==> config.mk <==
export PLATFORM = sky130hd
export DESIGN_NAME = if_else_emitter
export DESIGN_NICKNAME = d
export VERILOG_FILES = /design/src/rtl/if_else_emitter_pkg.sv /design/src/rtl/if_else_emitter_u32_to_bcd.sv /design/src/rtl/if_else_emitter.sv
export SDC_FILE = /design/constraint.sdc
export NUM_CORES = 1
export LEC_CHECK = 0
export BUFFER_PORTS_ARGS = -buffer_cell sky130_fd_sc_hd__buf_2
export CAP_MARGIN = 5
export CORE_MARGIN = 1
export CORE_UTILIZATION = 40
export CTS_BUF_LIST = sky130_fd_sc_hd__clkbuf_16
export DETAILED_ROUTE_END_ITERATION = 12
export PLACE_DENSITY = 0.62
export SLEW_MARGIN = 5
export SYNTH_ARGS = -nofsm -noshare
export SYNTH_HDL_FRONTEND = slang
export SYNTH_SLANG_ARGS = --single-unit
==> constraint.sdc <==
create_clock -name clk -period 3.2 [get_ports clk]
set_clock_uncertainty 0.15 [all_clocks]
set_input_delay 0 -clock clk [delete_from_list [all_inputs] [get_ports clk]]
set_output_delay 0 -clock clk [all_outputs]
set_load 0.03 [all_outputs]
==> src/rtl/if_else_emitter_pkg.sv <==
// Shared definitions for the if-else statement emitter: comparator codes,
// FSM/segment encodings, ASCII constants and character-lookup helpers.
package if_else_emitter_pkg;

    typedef enum logic [2:0] {
        CMP_EQ = 3'd0,
        CMP_NE = 3'd1,
        CMP_LT = 3'd2,
        CMP_GT = 3'd3,
        CMP_LE = 3'd4,
        CMP_GE = 3'd5
    } cmp_t;

    typedef enum logic [2:0] {
        ST_IDLE,
        ST_LOAD,
        ST_CONV_V,
        ST_CONV_1,
        ST_CONV_2,
        ST_EMIT
    } state_t;

    // Template segments in emission order; SEG_MINUS is skipped for valc >= 0.
    typedef enum logic [3:0] {
        SEG_IF,
        SEG_OP,
        SEG_MINUS,
        SEG_DV,
        SEG_P1,
        SEG_D1,
        SEG_ELSE,
        SEG_D2,
        SEG_SEMI
    } seg_t;

    localparam logic [6:0] ASC_ZERO  = 7'h30;
    localparam logic [6:0] ASC_MINUS = 7'h2D;
    localparam logic [6:0] ASC_LT    = 7'h3C;
    localparam logic [6:0] ASC_GT    = 7'h3E;
    localparam logic [6:0] ASC_EQ    = 7'h3D;
    localparam logic [6:0] ASC_BANG  = 7'h21;
    localparam logic [6:0] ASC_SEMI  = 7'h3B;
    localparam logic [6:0] ASC_SPACE = 7'h20;

    localparam logic [31:0] TXT_IF   = "if x";
    localparam logic [31:0] TXT_P    = " p<=";
    localparam logic [71:0] TXT_ELSE = " else p<=";

    localparam logic [3:0] LEN_IF    = 4'd4;
    localparam logic [3:0] LEN_MINUS = 4'd1;
    localparam logic [3:0] LEN_P     = 4'd4;
    localparam logic [3:0] LEN_ELSE  = 4'd9;
    localparam logic [3:0] LEN_SEMI  = 4'd1;

    function automatic logic cmp_legal(input logic [2:0] cmp);
        return cmp <= 3'd5;
    endfunction

    function automatic logic [3:0] op_len(input logic [2:0] cmp);
        return (cmp == CMP_LT || cmp == CMP_GT) ? 4'd1 : 4'd2;
    endfunction

    function automatic logic [6:0] op_char(input logic [2:0] cmp, input logic [3:0] pos);
        logic [6:0] c;
        c = ASC_EQ;
        if (pos == 4'd0) begin
            case (cmp)
                CMP_NE:         c = ASC_BANG;
                CMP_LT, CMP_LE: c = ASC_LT;
                CMP_GT, CMP_GE: c = ASC_GT;
                default:        c = ASC_EQ;
            endcase
        end
        return c;
    endfunction

    // Fixed text is stored right-aligned; character pos counts from the left.
    function automatic logic [6:0] fixed_char(input seg_t seg, input logic [3:0] pos);
        logic [71:0] txt;
        logic [71:0] sh;
        logic [3:0]  len;
        logic [3:0]  idx;
        case (seg)
            SEG_IF:   begin txt = {40'd0, TXT_IF}; len = LEN_IF;   end
            SEG_P1:   begin txt = {40'd0, TXT_P};  len = LEN_P;    end
            SEG_ELSE: begin txt = TXT_ELSE;        len = LEN_ELSE; end
            default:  begin txt = {65'd0, ASC_SEMI}; len = LEN_SEMI; end
        endcase
        idx = len - pos - 4'd1;
        sh  = txt >> {idx, 3'b000};
        return sh[6:0];
    endfunction

    function automatic logic [6:0] digit_char(input logic [39:0] bcd, input logic [3:0] digits,
                                              input logic [3:0] pos);
        logic [3:0]  idx;
        logic [39:0] sh;
        idx = digits - pos - 4'd1;
        sh  = bcd >> {idx, 2'b00};
        return ASC_ZERO + {3'b000, sh[3:0]};
    endfunction

endpackage

==> src/rtl/if_else_emitter_u32_to_bcd.sv <==
// Sequential double-dabble: 32-bit unsigned to 10 BCD digits in 32 clock edges,
// plus the count of significant digits (at least 1).
module u32_to_bcd (
    input  logic        clk,
    input  logic        rst_n,
    input  logic        start,
    input  logic [31:0] bin,
    output logic [39:0] bcd,
    output logic [3:0]  digits,
    output logic        done
);

    logic [31:0] shift_reg;
    logic [39:0] bcd_reg;
    logic [4:0]  cnt_reg;
    logic        run_reg;
    logic        done_reg;
    logic [39:0] bcd_adj;

    genvar gi;
    generate
        for (gi = 0; gi < 10; gi++) begin : g_adj
            assign bcd_adj[4*gi +: 4] = (bcd_reg[4*gi +: 4] >= 4'd5) ? bcd_reg[4*gi +: 4] + 4'd3
                                                                      : bcd_reg[4*gi +: 4];
        end
    endgenerate

    // The load edge performs the first shift (nothing to adjust from zero),
    // so 32 edges total yield the finished result.
    always_ff @(posedge clk or negedge rst_n) begin
        if (!rst_n) begin
            shift_reg <= '0;
            bcd_reg   <= '0;
            cnt_reg   <= '0;
            run_reg   <= 1'b0;
            done_reg  <= 1'b0;
        end else begin
            done_reg <= 1'b0;
            if (start) begin
                shift_reg <= {bin[30:0], 1'b0};
                bcd_reg   <= {39'd0, bin[31]};
                cnt_reg   <= 5'd1;
                run_reg   <= 1'b1;
            end else if (run_reg) begin
                shift_reg <= {shift_reg[30:0], 1'b0};
                bcd_reg   <= {bcd_adj[38:0], shift_reg[31]};
                cnt_reg   <= cnt_reg + 5'd1;
                if (cnt_reg == 5'd31) begin
                    run_reg  <= 1'b0;
                    done_reg <= 1'b1;
                end
            end
        end
    end

    always_comb begin
        digits = 4'd1;
        for (int i = 1; i < 10; i++) begin
            if (bcd_reg[4*i +: 4] != 4'd0) digits = 4'(i + 1);
        end
    end

    assign bcd  = bcd_reg;
    assign done = done_reg;

endmodule

==> src/rtl/if_else_emitter.sv <==
// Serialises a decoded if-else assignment into ASCII characters over a
// valid/ready interface after converting all three constants to decimal.
module if_else_emitter
    import if_else_emitter_pkg::*;
(
    input  logic        clk,
    input  logic        rst_n,
    input  logic        start,
    input  logic [2:0]  comparator,
    input  logic [31:0] valc,
    input  logic [31:0] const1,
    input  logic [31:0] const2,
    output logic [6:0]  ascii_char,
    output logic        char_valid,
    input  logic        char_ready,
    output logic        busy,
    output logic        done,
    output logic        error_flag
);

    state_t      state_reg, state_next;
    seg_t        seg_reg, seg_next;
    logic [3:0]  pos_reg, pos_next;
    logic [2:0]  comp_reg;
    logic        neg_reg;
    logic [31:0] mag_reg, c1_reg, c2_reg;
    logic [39:0] bcd_v_reg, bcd_1_reg, bcd_2_reg;
    logic [3:0]  dig_v_reg, dig_1_reg, dig_2_reg;
    logic        busy_reg, done_reg, error_reg;

    logic        conv_start;
    logic [31:0] conv_in;
    logic [39:0] conv_bcd;
    logic [3:0]  conv_digits;
    logic        conv_done;
    logic [3:0]  seg_len;
    logic [6:0]  cur_char;

    u32_to_bcd u_bcd (
        .clk    (clk),
        .rst_n  (rst_n),
        .start  (conv_start),
        .bin    (conv_in),
        .bcd    (conv_bcd),
        .digits (conv_digits),
        .done   (conv_done)
    );

    always_comb begin
        seg_len = LEN_SEMI;
        case (seg_reg)
            SEG_IF:    seg_len = LEN_IF;
            SEG_OP:    seg_len = op_len(comp_reg);
            SEG_MINUS: seg_len = LEN_MINUS;
            SEG_DV:    seg_len = dig_v_reg;
            SEG_P1:    seg_len = LEN_P;
            SEG_D1:    seg_len = dig_1_reg;
            SEG_ELSE:  seg_len = LEN_ELSE;
            SEG_D2:    seg_len = dig_2_reg;
            default:   seg_len = LEN_SEMI;
        endcase
    end

    always_comb begin
        cur_char = ASC_SPACE;
        case (seg_reg)
            SEG_OP:    cur_char = op_char(comp_reg, pos_reg);
            SEG_MINUS: cur_char = ASC_MINUS;
            SEG_DV:    cur_char = digit_char(bcd_v_reg, dig_v_reg, pos_reg);
            SEG_D1:    cur_char = digit_char(bcd_1_reg, dig_1_reg, pos_reg);
            SEG_D2:    cur_char = digit_char(bcd_2_reg, dig_2_reg, pos_reg);
            default:   cur_char = fixed_char(seg_reg, pos_reg);
        endcase
    end

    // Output is decoded from state so reset drops char_valid without a clock.
    assign char_valid = (state_reg == ST_EMIT);
    assign ascii_char = char_valid ? cur_char : 7'd0;
    assign busy       = busy_reg;
    assign done       = done_reg;
    assign error_flag = error_reg;

    always_comb begin
        state_next = state_reg;
        seg_next   = seg_reg;
        pos_next   = pos_reg;
        conv_start = 1'b0;
        conv_in    = mag_reg;
        case (state_reg)
            ST_IDLE: begin
                if (start && cmp_legal(comparator)) state_next = ST_LOAD;
            end
            ST_LOAD: begin
                conv_start = 1'b1;
                conv_in    = mag_reg;
                state_next = ST_CONV_V;
            end
            ST_CONV_V: begin
                if (conv_done) begin
                    conv_start = 1'b1;
                    conv_in    = c1_reg;
                    state_next = ST_CONV_1;
                end
            end
            ST_CONV_1: begin
                if (conv_done) begin
                    conv_start = 1'b1;
                    conv_in    = c2_reg;
                    state_next = ST_CONV_2;
                end
            end
            ST_CONV_2: begin
                if (conv_done) begin
                    state_next = ST_EMIT;
                    seg_next   = SEG_IF;
                    pos_next   = 4'd0;
                end
            end
            ST_EMIT: begin
                if (char_ready) begin
                    if (pos_reg == seg_len - 4'd1) begin
                        pos_next = 4'd0;
                        case (seg_reg)
                            SEG_IF:    seg_next = SEG_OP;
                            SEG_OP:    seg_next = neg_reg ? SEG_MINUS : SEG_DV;
                            SEG_MINUS: seg_next = SEG_DV;
                            SEG_DV:    seg_next = SEG_P1;
                            SEG_P1:    seg_next = SEG_D1;
                            SEG_D1:    seg_next = SEG_ELSE;
                            SEG_ELSE:  seg_next = SEG_D2;
                            SEG_D2:    seg_next = SEG_SEMI;
                            default:   state_next = ST_IDLE;
                        endcase
                    end else begin
                        pos_next = pos_reg + 4'd1;
                    end
                end
            end
            default: state_next = ST_IDLE;
        endcase
    end

    always_ff @(posedge clk or negedge rst_n) begin
        if (!rst_n) begin
            state_reg <= ST_IDLE;
            seg_reg   <= SEG_IF;
            pos_reg   <= '0;
            comp_reg  <= '0;
            neg_reg   <= 1'b0;
            mag_reg   <= '0;
            c1_reg    <= '0;
            c2_reg    <= '0;
            bcd_v_reg <= '0;
            bcd_1_reg <= '0;
            bcd_2_reg <= '0;
            dig_v_reg <= '0;
            dig_1_reg <= '0;
            dig_2_reg <= '0;
            busy_reg  <= 1'b0;
            done_reg  <= 1'b0;
            error_reg <= 1'b0;
        end else begin
            state_reg <= state_next;
            seg_reg   <= seg_next;
            pos_reg   <= pos_next;
            done_reg  <= 1'b0;
            if (state_reg == ST_IDLE && start) begin
                if (cmp_legal(comparator)) begin
                    comp_reg  <= comparator;
                    neg_reg   <= valc[31];
                    mag_reg   <= valc[31] ? (~valc + 32'd1) : valc;
                    c1_reg    <= const1;
                    c2_reg    <= const2;
                    busy_reg  <= 1'b1;
                    error_reg <= 1'b0;
                end else begin
                    error_reg <= 1'b1;
                end
            end
            if (conv_done) begin
                case (state_reg)
                    ST_CONV_V: begin bcd_v_reg <= conv_bcd; dig_v_reg <= conv_digits; end
                    ST_CONV_1: begin bcd_1_reg <= conv_bcd; dig_1_reg <= conv_digits; end
                    ST_CONV_2: begin bcd_2_reg <= conv_bcd; dig_2_reg <= conv_digits; end
                    default: ;
                endcase
            end
            if (state_reg == ST_EMIT && state_next == ST_IDLE) begin
                busy_reg <= 1'b0;
                done_reg <= 1'b1;
            end
        end
    end

endmodule

==> results of run 1 <==
-- logic make-up after synthesis --
logic type,Yosys count
mux,166
xor+xnor,60
flops,324
buf+inv,154
compound gates,356
fa+ha+maj,42
simple gates,689
-- area by class of cell --
class	instances	area (um2)
fillers	3610	19400
clock buffers	37	926
well taps	532	666
inverters	36	135
flip-flops and latches	324	8110
clock inverters	28	230
repair buffers	373	3200
multi-input cells	1313	8460
-- cells in the mapped netlist (all sizes together), types with 26 or more instances --
master and number:
nand2 445, mux2 51, inv 36, nand3 26, mux2i 90, ha 39, dfrtp 324, clkbuf 97
a211oi 46, xor2 37, o21ai 161, a21oi 96, nor2 124
-- repair_timing --
action                                  CTS  global route
hold endpoints to repair                408             0
hold buffers                            192             0
endpoints found under the setup margin   15            17
pin swaps                                14            21
buffers inserted                          6             6
cloned                                    0             0
resized for setup                        47            45
-- through the flow --
stage,cells,hold WS [ns]
floorplan,1791,-0.446
global placement,2374,-0.0222
detailed placement,2374,-0.0223
CTS,2637,0.00475
global route,2643,0.0500
finish,2643,-0.0110
-- critical path: cells and delay by family, from the launching register on --
kind,cells,cell delay (ns)
multiplexers,2,0.54
adder cells (fa/ha/maj),2,0.75
buffers and inverters,4,0.57
AO/OA/AOI/OAI,3,0.37
flip-flops,1,0.38
-- how the worst max path moves through the flow --
stage	depth (start not counted)	slack [ns]	endpoint	from
6_report	11	-0.08	ascii_char[3]	pos_reg[0]
5_1_grt	10	-0.20	ascii_char[2]	pos_reg[1]
4_1_cts	11	-0.11	ascii_char[2]	pos_reg[0]
3_5_place_dp	13	-0.11	busy	comp_reg[2]
3_3_place_gp	12	-0.07	seg_reg[0]	comp_reg[2]
2_1_floorplan	11	-0.002	ascii_char[0]	pos_reg[0]
-- where the power goes --
group | switching, mW | total, mW | internal [mW]
sequential | 1.21 | 6.73 | 5.52
clock | 1.74 | 4.09 | 2.35
combinational | 3.80 | 7.09 | 3.28
total | 6.75 | 17.9 | 11.2
-- routing by layer --
metal | share of wire, % | global-route usage (%) | vias up
met5 | 0 | 0 | -
li1 | - | - | 6737
met2 | 49 | 36.8 | 367
met1 | 44 | 29.3 | 6947
met3 | 4.1 | 3.03 | 89
met4 | 2.8 | 7.12 | 0
==> metrics, run 1 <==
post-synthesis xor/xnor area fraction 3.21%; largest family of logic cells by synthesized area simple AND/OR/NAND/NOR gates; DR iter-0 viols 948; Max Transition Viols Final 0; area share of fa/ha/maj cells after synthesis 3.26%; TritonCTS buffer count 37; HPWL Detailed 30.4 mm; Hold Vio Cnt, Final 5; synthesized instance count 1791; PnR worst setup slack -0.0833 ns; leading cell types in the layout, fill and taps excluded 441 x nand2_1, 321 x dfrtp_1, 192 x dlygate4sd3_1; CP max stage delay 0.60 ns; total vias in the final route 14100; syn_nets 1936; Hold Slack -0.0110 ns; Die ar. 42800 um2; CTS sink cnt 324; dpl cell area 18200 um2; CTS tree built; vias in the first global route 13900; register area share after synthesis 48.3%; pwr dens 824 nW/um2; CP max-delay cell fa_2; pre-CTS WS -0.108 ns; vias per cell 5.35; CP Max Fanout 6; Pwr Total 17.9 mW; Mean Syn Cell Area 9.38 um2; port bufs 113; Reg clk slew, reported paths 0.06 ns; top-area cell type share of the netlist area 48.3%; RSZ-0062 raised after global routing true; worst path required time 3.05 ns; Root Buffer clkbuf_16; drc violations 0; simple-gate share of the synthesized area 17.2%; post-route ant nets 0; crit-path most repeated cell buf_6; peak supply drop 0.438 mV; number of synthesized flops with an enable pin 0; Final Critical Period 3.28 ns; initial antenna violation count 0; setup violators final 9; Async S/R FF share, synth 100%; initial core utilization 40.9%; worst-margin pin slew 1.17 ns; FP Rows 74; area growth from synthesis to layout 29.3%; status finished with violations; Max Cap Viol 0; Detailed Route WL 46.7 mm; Compound-Gate Fraction of Synth Area 12.4%; worst r2r src comp_reg[2]; FF-to-FF setup slack -0.06 ns; register bit total from synthesis 324; layout cell share with drive strength beyond 1 17.6%; Worst-Skew Late Latency 0.54 ns; Slew headroom 22.0%; achievable frequency 305 MHz; synth unique cells 61; Worst setup EP type primary output; leak pwr 10.0 nW; main area contributors after synthesis dfrtp_1 48%, nand2_1 9.9%, mux2i_1 5.4%; commonest non-fill, non-tap cell in the layout nand2_1; WL/cell 17.7 um; global-route wire length before repair 74.0 mm; post-route clock period utilization 103%; RR Endpoint seg_reg[0]; violated checks negative hold slack, negative setup slack; Final Util 52.8%; Final nets 2230; largest area contributor in the netlist dfrtp_1; Hold Path Class in -> async; mux cell area share after synthesis 12.1%; H-Tree Depth 2; worst endpoint data arrival time 3.13 ns; worst r2r path cells 12; Inserted Diodes 0; setup_tns -0.429 ns; Worst Setup Start Kind flip-flop; final instance area 21700 um2; top_reg_cell synth dfrtp_1; largest net degree at the start of global routing 102; CP Class reg -> out; gr usage total 22.0%; Die X 207 um; mapped cell area 16800 um2; I/O pins 114; maximum buffer depth of the clock tree 3; DIE HEIGHT 207 um; 1st-pass router iterations 7; GRT overflow 0; CP cell instances inv_2 > buf_6 > ha_4 > fa_2 > buf_6 > mux4_2 > mux2i_4 > o21ai_1 > o211ai_1 > a31oi_1 > buf_4; Final Wtd Congestion 0.923; Yosys warning count 0; core area 41100 um2
(Power assumes the default switching activity.)
==> run 2, diff against run 1 <==
--- a/config.mk
+++ b/config.mk
@@ -8,10 +8,10 @@
 export BUFFER_PORTS_ARGS = -buffer_cell sky130_fd_sc_hd__buf_2
 export CAP_MARGIN = 5
 export CORE_MARGIN = 1
-export CORE_UTILIZATION = 40
+export CORE_UTILIZATION = 35
 export CTS_BUF_LIST = sky130_fd_sc_hd__clkbuf_16
 export DETAILED_ROUTE_END_ITERATION = 12
-export PLACE_DENSITY = 0.62
+export PLACE_DENSITY = 0.56
 export SLEW_MARGIN = 5
 export SYNTH_ARGS = -nofsm -noshare
 export SYNTH_HDL_FRONTEND = slang
==> run 2 against run 1 <==
The flow still finishes with violations (negative hold slack, negative setup slack). Global-route usage decreased by 2.8 points. Sequential share of layout area fell by 0.32 points. Critical path depth is 1 higher. Die area is 14% higher. Final area up 0.84%. Highest routed layer unchanged. Power shrank 0.33%. Via count down 1.1%. Register-to-register slack got worse by 0.03 ns. Worst setup slack got worse by 0.074 ns. Clock power decreased by 1%.
==> metrics, run 2 (synthesized netlist as in run 1, its figures left out) <==
commonest non-fill, non-tap cell in the layout nand2_1; violated checks negative hold slack, negative setup slack; 1st-pass router iterations 5 (-2); gr usage total 19.2% (-2.8 points); Root Buffer clkbuf_16; setup violators final 12 (+3); worst endpoint data arrival time 3.21 ns (+0.08 ns); PnR worst setup slack -0.157 ns (-0.0735 ns); worst-margin pin slew 1.13 ns (-0.0444 ns); Final nets 2244 (+0.63%); Die X 221 um (+6.8%); area growth from synthesis to layout 30.4%; Final Critical Period 3.36 ns (+0.0735 ns); FP Rows 79 (+6.8%); CP Max Fanout 9 (+3); Final Util 46.7% (-6.2 points); maximum buffer depth of the clock tree 3 (unchanged); pwr dens 815 nW/um2 (-1.2%); layout cell share with drive strength beyond 1 17.6% (+0.072 points); Detailed Route WL 47.1 mm (+0.94%); global-route wire length before repair 75.7 mm (+2.2%); post-route ant nets 0 (unchanged); CTS tree built; worst path required time 3.05 ns (about the same); Pwr Total 17.8 mW (-0.33%); RSZ-0062 raised after global routing true; vias per cell 5.12 (-4.3%); DR iter-0 viols 847 (-11%); status finished with violations; Worst-Skew Late Latency 0.53 ns (about the same); achievable frequency 298 MHz (-2.2%); Final Wtd Congestion 0.900 (-2.6%); Reg clk slew, reported paths 0.06 ns (about the same); fill count 4361 (+21%); Hold Vio Cnt, Final 8 (+3); H-Tree Depth 2 (unchanged); total vias in the final route 14000 (-1.1%); HPWL Detailed 30.3 mm (-0.27%); Max Cap Viol 0 (unchanged); TritonCTS buffer count 38 (+2.7%); I/O pins 114 (unchanged); Hold Path Class in -> async; Max Transition Viols Final 0 (unchanged); GRT overflow 0 (unchanged); vias in the first global route 14200 (+2.1%); Slew headroom 24.9% (+3.0 points); peak supply drop 0.465 mV (+6.0%); drc violations 0 (unchanged); initial antenna violation count 1 (+1); Hold Slack -0.0392 ns (-0.0282 ns); setup_tns -0.870 ns (-0.440 ns); leading cell types in the layout, fill and taps excluded 438 x nand2_1, 322 x dfrtp_1, 203 x dlygate4sd3_1; leak pwr 10.1 nW (+0.50%); pre-CTS WS -0.0641 ns (+0.0441 ns); WL/cell 17.2 um (-2.4%); CP Class reg -> out; Die ar. 48900 um2 (+14%); initial core utilization 35.8% (-5.1 points); core area 47000 um2 (+14%); DIE HEIGHT 221 um (+6.8%); port bufs 113 (unchanged); Worst Setup Start Kind flip-flop; post-route clock period utilization 105% (+2.3 points); Worst setup EP type primary output; largest net degree at the start of global routing 80 (-22%); CTS sink cnt 324 (unchanged)
## run 2: changes by cell type in the layout (fill, tap and decap cells not counted), sizes merged
cell	delta
dlygate4sd3	+11
diode	+1
clkinv	-2
clkbuf	+2
buf	+2
clkinvlp	+1
bufinv	-2
inv	+2
## run 2: final timing paths
path                            slack, ns  cells past startpoint             to         from
worst max-delay path                -0.16                     12  ascii_char[1]   pos_reg[0]
worst min-delay path                -0.04                      3     c1_reg[22]        rst_n
worst max register to register      -0.09                     12     seg_reg[0]  comp_reg[2]
worst min register to register       0.32                      2      c1_reg[4]    c1_reg[4]
max in group asynchronous            2.46                      3   state_reg[0]        rst_n
min in group clk                     0.20                      4    mag_reg[16]     valc[16]
## run 2: worst max-delay path, stage by stage, from the launching register on
cell	delay, ns
dfrtp_1	0.39
inv_4	0.08
ha_4	0.17
fa_1	0.55
buf_12	0.15
mux4_2	0.36
nand2_1	0.11
nand2_1	0.05
nand2_1	0.06
o41ai_1	0.08
a21oi_1	0.33
a31oi_1	0.15
buf_4	0.19
## run 2: through the flow
stage | area, um2 | instances
6_report | 21900 | 2733
5_1_grt | 21900 | 2733
4_1_cts | 21700 | 2726
3_5_place_dp | 18200 | 2451
3_3_place_gp | 18200 | 2451
2_1_floorplan | 16800 | 1791
## run 2: routing by layer
metal / global-route usage [%] / vias to the layer above / share of wire (%) / wire, um
met4: 5.77 / 0 / 2.4 / 1120
met1: 25.3 / 6887 / 46 / 21600
li1: - / 6756 / - / -
met2: 32.4 / 264 / 48 / 22700
met3: 2.92 / 83 / 3.8 / 1770
met5: 0 / - / 0 / 0
## run 2: final cells by class
cell class,count,area [um2],area share (%)
multi-input combinational,1313,8470,38.7
sequential,324,8110,37.0
timing repair buffer,386,3280,15.0
clock buffer,39,976,4.45
tap,607,759,3.47
clock inverter,27,166,0.760
inverter,36,138,0.628
antenna,1,2.50,0.0114
## run 2: power by group
part | leakage, nW | total [mW] | switching [mW] | internal [mW]
logic | 5.26 | 7.13 | 3.78 | 3.35
registers | 4.22 | 6.69 | 1.17 | 5.52
clock network | 0.591 | 4.03 | 1.74 | 2.29
## run 2: timing repair
item	in CTS	in global routing
hold buffers	204	0
gates resized for setup	50	39
pin swaps	15	22
endpoints found under the setup margin	14	27
buffers inserted	5	5
gates cloned	0	1
hold endpoints to repair	437	0
==> run 3, diff against run 2 <==
--- a/config.mk
+++ b/config.mk
@@ -11,7 +11,9 @@
 export CORE_UTILIZATION = 35
 export CTS_BUF_LIST = sky130_fd_sc_hd__clkbuf_16
 export DETAILED_ROUTE_END_ITERATION = 12
+export HOLD_SLACK_MARGIN = 0.08
 export PLACE_DENSITY = 0.56
+export RECOVER_POWER = 100
 export SLEW_MARGIN = 5
 export SYNTH_ARGS = -nofsm -noshare
 export SYNTH_HDL_FRONTEND = slang
==> run 3 against run 2 <==
The flow finishes with violations (max-capacitance violations, max-slew violations, negative setup slack). Clock power about the same. Non-clock buffer count increased by 70. Final area rose by 2.5%. Die area did not move. Largest cell class unchanged.
==> metrics, run 3 (synthesized netlist as in run 1, its figures left out) <==
CP Max Fanout 7 (-2); status finished with violations; dpl cell area 18200 um2 (unchanged); drc violations 0 (unchanged); pwr dens 801 nW/um2 (-1.7%); Net Switching 6.80 mW (+1.6%); CP Class reg -> out; core area 47000 um2 (unchanged); DIE HEIGHT 221 um (unchanged); Final nets 2314 (+3.1%); pre-CTS WS -0.0641 ns (unchanged); peak supply drop 0.473 mV (+1.8%); P_int 11.2 mW (+0.33%); Root Buffer clkbuf_16; port bufs 113 (unchanged); global-route wire length before repair 80.0 mm (+5.7%); post-route ant nets 0 (unchanged); total vias in the final route 14500 (+3.7%); initial core utilization 35.8% (unchanged); leak pwr 10.3 nW (+2.2%); CTS tree built; vias per cell 5.17 (+1.0%); GRT overflow 0 (unchanged); WL/cell 17.8 um (+3.2%); final std cells w/o fill 2806 (+2.7%); worst endpoint data arrival time 3.20 ns (about the same); Worst setup EP type primary output; worst r2r path cells 12 (unchanged); H-Tree Depth 2 (unchanged); fill count 4261 (-2.3%); worst path required time 3.05 ns (about the same); Hold Crit Depth 4; Clk network pwr share 22.4% (-0.2 points); post-route clock period utilization 105% (about the same); 1st-pass router iterations 5 (unchanged); CTS sink cnt 324 (unchanged); layout cell share with drive strength beyond 1 16.4% (-1.2 points); violated checks max-capacitance violations, max-slew violations, negative setup slack; Final Util 47.8% (+1.2 points); HPWL Detailed 30.3 mm (unchanged); RSZ-0062 raised after global routing true; # placed instances 2451 (unchanged); initial antenna violation count 4 (+3); Sequential Area 8110 um2 (about the same); commonest non-fill, non-tap cell in the layout nand2_1; Multi-input gate area 8440 um2 (-0.40%); gr usage total 20.3% (+1.1 points); Detailed Route WL 49.9 mm (+6.0%); Reg clk slew, reported paths 0.06 ns (about the same); Final Wtd Congestion 0.900 (unchanged); Max Transition Viols Final 338 (+338); achievable frequency 298 MHz (about the same); switching share of power 37.8% (+0.30 points); FP Rows 79 (unchanged); TritonCTS buffer count 38 (unchanged); Worst-Skew Late Latency 0.53 ns (about the same); Final Critical Period 3.35 ns (-0.00277 ns); area growth from synthesis to layout 33.7%; Hold Vio Cnt, Final 0 (-8); largest net degree at the start of global routing 80 (unchanged); Worst Setup Start Kind flip-flop; Slew headroom -32.1% (-57 points); final instance area 22500 um2 (+2.5%); I/O pins 114 (unchanged); Die ar. 48900 um2 (unchanged); worst-margin pin slew 1.98 ns (+0.855 ns); Max Cap Viol 6 (+6); Die X 221 um (unchanged); maximum buffer depth of the clock tree 3 (unchanged); leading cell types in the layout, fill and taps excluded 439 x nand2_1, 323 x dfrtp_1, 273 x dlygate4sd3_1; combinational share of power 40.2% (+0.3 points); DR iter-0 viols 933 (+10%); PnR worst setup slack -0.154 ns (+0.00277 ns); setup violators final 12 (unchanged); Hold Path Class in -> reg; vias in the first global route 14700 (+3.9%); register share of total power 37.4% (about the same)
-- run 3: cell types whose count changed in the layout (fill, tap and decap cells not counted), moves of 2 or more --
cell,before,now
a21o_1,3,5
a21oi_1,92,94
a21oi_4,2,0
buf_12,5,3
buf_2,106,102
buf_4,60,45
clkbuf_1,0,9
clkbuf_2,0,12
clkbuf_4,0,2
diode_2,1,4
dlygate4sd3_1,203,273
-- run 3: what timing repair did --
| action | CTS | global route |
|---|---|---|
| gates cloned | 0 | 1 |
| gates resized for setup | 50 | 40 |
| endpoints found under the setup margin | 14 | 27 |
| buffers inserted | 5 | 5 |
| endpoints found under the hold margin | 437 | 0 |
| hold buffers | 274 | 0 |
| pin swaps | 15 | 22 |
-- run 3: path summary, 6_finish.rpt --
path,from,to,slack (ns)
hold reg to reg,c1_reg[6],c1_reg[6],0.32
setup reg to reg,comp_reg[2],seg_reg[0],-0.10
max in group asynchronous,rst_n,u_bcd.run_reg,0.36
hold / removal,valc[30],mag_reg[30],0.22
setup / recovery,pos_reg[0],ascii_char[0],-0.15
min in group asynchronous,rst_n,bcd_v_reg[37],0.87
-- run 3: metal layers --
| metal | track usage [%] | vias to the layer above | wire, um |
|---|---|---|---|
| met5 | 0 | - | 0 |
| met4 | 6.36 | 0 | 1380 |
| met3 | 2.66 | 104 | 1780 |
| met2 | 34.6 | 344 | 24200 |
| met1 | 26.7 | 7166 | 22600 |
| li1 | - | 6895 | - |
-- run 3: metrics by stage --
step | power [mW] | hold WS [ns] | setup TNS [ns]
after floorplan | 11.0 | -0.446 | -0.00159
after global placement | 12.9 | -0.141 | -0.148
after detailed placement | 13.1 | -0.138 | -0.185
after CTS | 17.8 | 0.177 | -0.649
after global routing | 19.3 | 0.271 | -8.94
final | 18.0 | 0.224 | -0.884
-- run 3: final cells by class --
type | count | area share, %
inverter | 36 | 0.613
clock inverter | 27 | 0.741
antenna | 4 | 0.0446
sequential | 324 | 36.1
timing repair buffer | 456 | 17.2
tap | 607 | 3.38
clock buffer | 39 | 4.35
multi-input combinational | 1313 | 37.6
-- run 3: power groups by stage --
| stage | Combinational (mW) | Sequential (mW) | Clock [mW] |
|---|---|---|---|
| floorplan | 4.84 | 6.19 | 0 |
| global placement | 6.19 | 6.70 | 0 |
| detailed placement | 6.33 | 6.75 | 0 |
| CTS | 7.01 | 6.69 | 4.12 |
| global route | 8.05 | 6.93 | 4.29 |
| finish | 7.24 | 6.72 | 4.03 |
-- run 3: worst max-delay path, cell delays in order, from the launching register on --
cell and delay [ns]:
dfrtp_1 0.39, inv_4 0.08, ha_4 0.17, fa_2 0.67, mux4_2 0.36, mux2_2 0.28, nand2_2 0.08, o31ai_2 0.07
a211oi_2 0.32, nor4_4 0.06, buf_4 0.19
